[src/rtl/mmm_nlp_redc_256b.sv]
// Radix-2 bit-serial Montgomery reduction: o_res = T * 2^-IDW mod M for odd M.
// One conditional-add-and-halve step per cycle, then one final conditional subtract.
module mmm_nlp_redc_256b #(
  parameter int unsigned IDW = 256,
  parameter int unsigned PW  = 2 * IDW
) (
  input  logic           i_clk,
  input  logic           i_rst,
  input  logic           i_valid,
  output logic           o_ready,
  input  logic [PW-1:0]  i_t,
  input  logic [IDW-1:0] i_m,
  output logic           o_valid,
  input  logic           i_ready,
  output logic [IDW-1:0] o_res,
  output logic           o_err
);

  localparam int unsigned CW = $clog2(IDW) + 1;

  typedef enum logic [1:0] {IDLE, RUN, SUB, DONE} state_t;

  state_t         state;
  logic [PW:0]    acc;
  logic [IDW-1:0] m;
  logic [CW-1:0]  cnt;
  logic [PW+1:0]  sum;
  logic [IDW:0]   top;
  logic [IDW:0]   diff;

  // Sum kept one bit wider than acc so the carry survives before the halving.
  always_comb begin
    sum  = {1'b0, acc} + (acc[0] ? {{(PW + 2 - IDW){1'b0}}, m} : '0);
    top  = acc[IDW:0];
    diff = top - {1'b0, m};
  end

  always_ff @(posedge i_clk) begin
    if (i_rst) begin
      state   <= IDLE;
      acc     <= '0;
      m       <= '0;
      cnt     <= '0;
      o_ready <= 1'b1;
      o_valid <= 1'b0;
      o_res   <= '0;
      o_err   <= 1'b0;
    end else begin
      case (state)
        IDLE: begin
          if (i_valid) begin
            acc     <= {1'b0, i_t};
            m       <= i_m;
            cnt     <= '0;
            o_ready <= 1'b0;
            if (!i_m[0]) begin
              state   <= DONE;
              o_valid <= 1'b1;
              o_err   <= 1'b1;
              o_res   <= '0;
            end else begin
              state <= RUN;
            end
          end
        end
        RUN: begin
          acc <= sum[PW+1:1];
          cnt <= cnt + 1'b1;
          if (cnt == CW'(IDW - 1)) state <= SUB;
        end
        SUB: begin
          o_res   <= (top >= {1'b0, m}) ? diff[IDW-1:0] : top[IDW-1:0];
          o_err   <= 1'b0;
          o_valid <= 1'b1;
          state   <= DONE;
        end
        DONE: begin
          if (i_ready) begin
            o_valid <= 1'b0;
            o_ready <= 1'b1;
            state   <= IDLE;
          end
        end
        default: state <= IDLE;
      endcase
    end
  end

endmodule

[config.mk]
export PLATFORM = sky130hd
export DESIGN_NAME = mmm_nlp_redc_256b
export DESIGN_NICKNAME = d
export VERILOG_FILES = /design/src/rtl/mmm_nlp_redc_256b.sv
export SDC_FILE = /design/constraint.sdc
export NUM_CORES = 2
export LEC_CHECK = 0
export CELL_PAD_IN_SITES_DETAIL_PLACEMENT = 0
export CELL_PAD_IN_SITES_GLOBAL_PLACEMENT = 1
export CORE_UTILIZATION = 38
export CTS_BUF_LIST = sky130_fd_sc_hd__clkbuf_4
export DETAILED_ROUTE_END_ITERATION = 8
export HOLD_SLACK_MARGIN = 0.02
export PLACE_DENSITY = 0.76
export SLEW_MARGIN = 20
export SYNTH_ARGS = -nofsm -noshare
export SYNTH_HDL_FRONTEND = slang
export SYNTH_SLANG_ARGS = --single-unit
[constraint.sdc]
create_clock -name i_clk -period 5 [get_ports i_clk]
set_input_delay 1 -clock i_clk [delete_from_list [all_inputs] [get_ports i_clk]]
set_output_delay 1 -clock i_clk [all_outputs]
set_load 0.05 [all_outputs]
* Word-level counts from Yosys, hierarchy flattened
Index checks and enable logic that the tools add are counted.
Word-level totals: register bits after elaboration 1039, bits of input ports 772, output and inout bits 259, word-level logic and storage cells 53
Cells by class: $add $sub $neg 3, order comparisons 1, eq/ne operators 8, mux-type cells 22, reductions and logical operators 11
Operators with widths (count):
- $pmux 513 s2 | 1
- $mux 256 | 4
- $add 513x256->514 | 1
- $mux 513 | 1
- $pmux 256 s2 | 1
- $ge 257x256->1 | 1
- $sub 256x256->256 | 1
- $pmux 9 s2 | 1
- $add 9x1->9 const B | 1
- $eq 9x8->1 const B | 1
- $mux 9 | 1
- $reduce_and 3->1 | 3
- $mux 2 | 4
- $ne 2x2->1 const B | 4
- $pmux 2 s4 | 1
- $reduce_bool 2->1 | 3
- $mux 1 | 5
- $eq 2x2->1 const B | 2
- $pmux 1 s2 | 2
- $reduce_and 2->1 | 2
- $reduce_and 4->1 | 1
- $pmux 1 s3 | 1
- $reduce_bool 3->1 | 1
- $eq 2x1->1 const B | 1
- $logic_not 2->1 | 1

* Longest topological paths before layout
depth after elaboration 3, gate-level depth with buffers 23, gate-level depth less buffers 19

* Worst setup path before layout
No wires, ideal clock.
path type reg2reg, start register acc[0], end register acc[466], library setup time 0.134 ns, arrival 5.079 ns, data required time 4.866 ns, slack -0.213 ns, cell stages (with the launch flop) 23, clock period less this slack 5.213 ns, cell sequence dfxtp_1 inv_1 clkbuf_1 clkbuf_1 nor2_1 ha_1 buf_4 nand4_2 nor3_2 nand2_1 nor3_1 o311ai_2 a2111oi_4 o2111ai_1 a21oi_1 and3b_1 o41a_4 or4_4 buf_6 or4_4 nor3_2 xnor2_1 o22ai_1
Between the ends: word-level cells in the longest chain between the ends 3
Ends and longest elaborated chain:
- from (decl) | line 24 | logic [PW:0] acc;
- from (signal assigned) | line 52 | acc <= {1'b0, i_t};
- from (signal assigned) | line 67 | acc <= sum[PW+1:1];
- $mux 256 | line 33 | sum = {1'b0, acc} + (acc[0] ? {{(PW + 2 - IDW){1'b0}}, m} : '0);
- $add 513x256->514 * | line 33
- $pmux 513 s2 * | line 49 | case (state)
Mark *: on every way between the ends. The rest lies on a longest branch, timed or not. A chain may end at the register's enable or synchronous reset.

* Worst setup path in the final report
start register acc[0], end register acc[412]
The elaborated chain is that of the path after synthesis.

==> key figures <==
Logic synthesis
  – Synth unique cells: 96
  – Largest family of logic cells by synthesized area: compound AO/OA/AOI/OAI gates
  – Post-Syn Instances: 13.3k
  – Post-Synth Simple-Gate Area: 0.264
  – Yosys warns: 0
  – XOR/XNOR share of the synthesized area: 0.0723
  – Synth Flop Type: dfxtp_1
  – Async S/R FF share, synth: 0
  – Mapped Area: 90000 sq um
  – Number of synthesized flops with an enable pin: 0
  – Synthesis-stage register bit count: 1039
  – Syn Area/Cell: 6.77 sq um
  – Sequential element share of the synthesized area: 0.231
  – Syn_nets: 14.6k
  – Post-Synth Adder-Cell Area: 0.0724
  – Mux cell area share after synthesis: 0.0179
  – Post-synthesis compound-gate area fraction: 0.288

Clock network
  – CTS clk-pin slew, worst paths: 0.08 ns
  – TritonCTS Buffers: 332
  – CTS root buffer: clkbuf_4
  – Clock latency on the worst-skew pair: 1.57 ns
  – Clock Tree Buf Depth: 4
  – CTS tree: done
  – Clock sinks: 1039
  – H-tree depth: 5

Drt
  – Via density: 6.17
  – Total routed wirelength: 617000 um
  – Final ANT Viol Nets: 0
  – Avg WL per Cell: 29.4 um
  – Via count: 129k
  – # DRC: 31
  – DR pass1 iterations: 9
  – DR iter-0 viols: 17.8k

Layout
  – Post-Layout Inst Area: 142000 sq um
  – Share of cells above drive strength 1: 0.295
  – Post-layout net count: 18.9k
  – Layout area overhead: 57.8%

Power
  – Leakage: 59.2 nW
  – Power per Cell Area: 669 nW/um^2
  – Peak supply drop: 0.557 mV

Critical path
  – Crit path launch type: flip-flop
  – Critical path arrival: 6.91 ns
  – CP Class: flip-flop to flip-flop
  – Largest stage delay on the critical path: 0.44 ns
  – Critical Path Slowest Stage Cell: a211oi_4
  – CP required: 6.36 ns
  – CP top delay family: buffers and inverters
  – Most used cell, CP: buf_4
  – Crit-path max FO: 8
  – CP endpoint kind: flip-flop
  – Worst path bufs/invs: 11

Global route
  – Initial antenna violation count: 40
  – First-pass GRT wire length: 851000 um
  – Gr usage total: 0.489
  – Largest net degree at the start of global routing: 205
  – Grt total ovfl: 0
  – Vias in the first global route: 121k

Floorplanning
  – Initial Util: 0.383
  – Core Area: 235000 sq um
  – Row cnt: 178
  – Die area: 239000 sq um
  – Die width: 489 um
  – Die Y-Extent: 489 um
  – I/O pin count: 1031

Timing
  – Hold violation count in the final report: 0
  – Clock Skew: 0.199 ns
  – F_max: 180 MHz
  – Final Max Slew Viols: 32
  – Relative slew slack: -0.0193
  – Final period util: 1.11
  – Hold_ws: 0.0388 ns
  – Post-route setup slack: -0.545 ns
  – Final Setup Violations: 202
  – RSZ-0062 raised after global routing: yes
  – Min Tclk post-route: 5.55 ns
  – Worst-margin pin slew: 1.53 ns

Outcome
  – Outcome: finished, violations left
  – Failing checks: DRC, slew limit, setup timing

Flow run
  – Max-cap violations: 0

Placed design
  – IO buf count: 1030
  – Post-DP Area: 128000 sq um
  – Dpl hpwl: 494000 um
  – RePlAce Congestion: 1.21

Hold path
  – Type of the worst min-delay path: input port to flip-flop
## per-stage QoR
stage          instances   util  total power, mW  setup TNS [ns]  setup WS, ns
2_1_floorplan      13303      -             43.7        -0.00661      -0.00661
3_3_place_gp       20048  0.542             77.1         -288.82         -1.53
3_5_place_dp       20048  0.543             77.4         -303.07         -1.23
4_1_cts            20829  0.585             89.6           -2.95        -0.238
5_1_grt            20950  0.603             98.6          -52.05        -0.623
6_report           20973  0.603             95.1          -28.85        -0.545
## flip-flops by register name, summed over array words and instances, names as in the netlist
name	cells
acc	513
m	256
o_res	256
cnt	9
state	2
o_err	1
o_ready	1
o_valid	1
## final cells by class
type | count | area, sq um
multi-input combinational | 10961 | 70700
sequential | 1039 | 20800
timing repair buffer | 4795 | 40900
fill | 21953 | 93300
clock inverter | 95 | 498
tap | 3150 | 3940
inverter | 449 | 1710
clock buffer | 453 | 3400
antenna | 31 | 77.6
## layout by cell type (no fill, tap or decap), types with 243 or more instances in the layout
cell type | synthesis | layout
a211oi_1 | 268 | 243
a21o_1 | 254 | 251
a21oi_1 | 1628 | 1455
a22oi_1 | 250 | 249
buf_4 | 3 | 3447
clkbuf_4 | 0 | 453
clkdlybuf4s50_1 | 0 | 1027
dfxtp_1 | 1039 | 1027
ha_1 | 518 | 446
inv_1 | 449 | 426
nand2_1 | 1809 | 1749
nand3_1 | 278 | 255
nand4_1 | 473 | 473
nor2_1 | 1608 | 1469
o21ai_0 | 1019 | 831
xnor2_1 | 475 | 448
xor2_1 | 268 | 257
## metal layers
layer,wire (um),GRT usage,share of wire,vias up
li1,-,-,-,56600
met1,234000,0.602,0.38,61070
met2,244000,0.694,0.40,9188
met3,81200,0.175,0.13,2431
met4,57300,0.369,0.093,38
met5,513,0.00463,0.00083,-
## logic make-up (layout without fill, tap and decap cells)
| family | Yosys count | in the layout |
|---|---|---|
| DFF | 1039 | 1039 |
| and+or+nand+nor | 5228 | 5228 |
| adders and majority gates | 520 | 520 |
| AOI/OAI and AO/OA | 4310 | 4310 |
| xor gates and xnor gates | 743 | 743 |
| muxes | 160 | 160 |
| other | 0 | 31 |
| buffers and inverters | 1303 | 5792 |
## power breakdown
group,switching [mW],internal [mW]
registers,2.93,10.4
logic,42.7,30.2
clock network,4.50,4.36
## cell usage after synthesis (all sizes together) (62+ instances only)
library cell | instances | area (sq um)
nor3 | 314 | 1580
inv | 449 | 1690
xor2 | 268 | 2350
a211oi | 269 | 2020
clkbuf | 804 | 3020
ha | 518 | 6480
a21o | 254 | 1910
o21a | 74 | 556
nand2 | 1809 | 6790
a31oi | 69 | 432
a21boi | 62 | 465
a22oi | 250 | 1880
o21ai | 1040 | 5200
nand3 | 279 | 1400
xnor2 | 475 | 4160
nand4 | 474 | 2970
a21oi | 1629 | 8160
nor4 | 127 | 810
mux2i | 153 | 1530
o21bai | 197 | 1480
or3 | 63 | 394
nor2 | 1608 | 6040
o22ai | 113 | 707
dfxtp | 1039 | 20800
and3 | 217 | 1360
## final timing paths
path	startpoint	end	slack, ns	cells past startpoint
worst max register to register	acc[0]$_SDFFE_PP0P_	acc[412]$_SDFFE_PP0P_	-0.55	27
worst max-delay path	acc[0]$_SDFFE_PP0P_	acc[412]$_SDFFE_PP0P_	-0.55	27
worst min register to register	cnt[8]$_SDFFE_PP0P_	cnt[8]$_SDFFE_PP0P_	0.45	2
worst min-delay path	i_m[246]	m[246]$_SDFFE_PP0P_	0.04	3
## repair_timing
item	in CTS	in global routing
gates cloned	18	5
hold buffers	45	0
setup endpoints to repair	559	510
buffers inserted	179	130
pin swaps	263	339
endpoints found under the hold margin	74	0
resized for setup	856	802
## worst register-to-register path, cell delays in order, from the launching register on
cell	delay, ns
dfxtp_4	0.37
clkinv_8	0.09
buf_12	0.17
buf_12	0.17
buf_16	0.17
nor2_2	0.05
ha_1	0.33
and4_4	0.28
nand2_4	0.06
nor3_2	0.15
buf_4	0.15
nand4_1	0.22
nor3_2	0.26
buf_4	0.18
o2111ai_4	0.11
buf_6	0.18
a211oi_4	0.45
o211ai_1	0.19
buf_4	0.19
a21oi_4	0.30
buf_6	0.20
buf_6	0.12
o211a_1	0.20
nand4b_1	0.24
buf_4	0.25
xnor2_2	0.13
a221oi_2	0.23
nor2_1	0.07
Note: power is estimated with default switching activity, not from simulation.
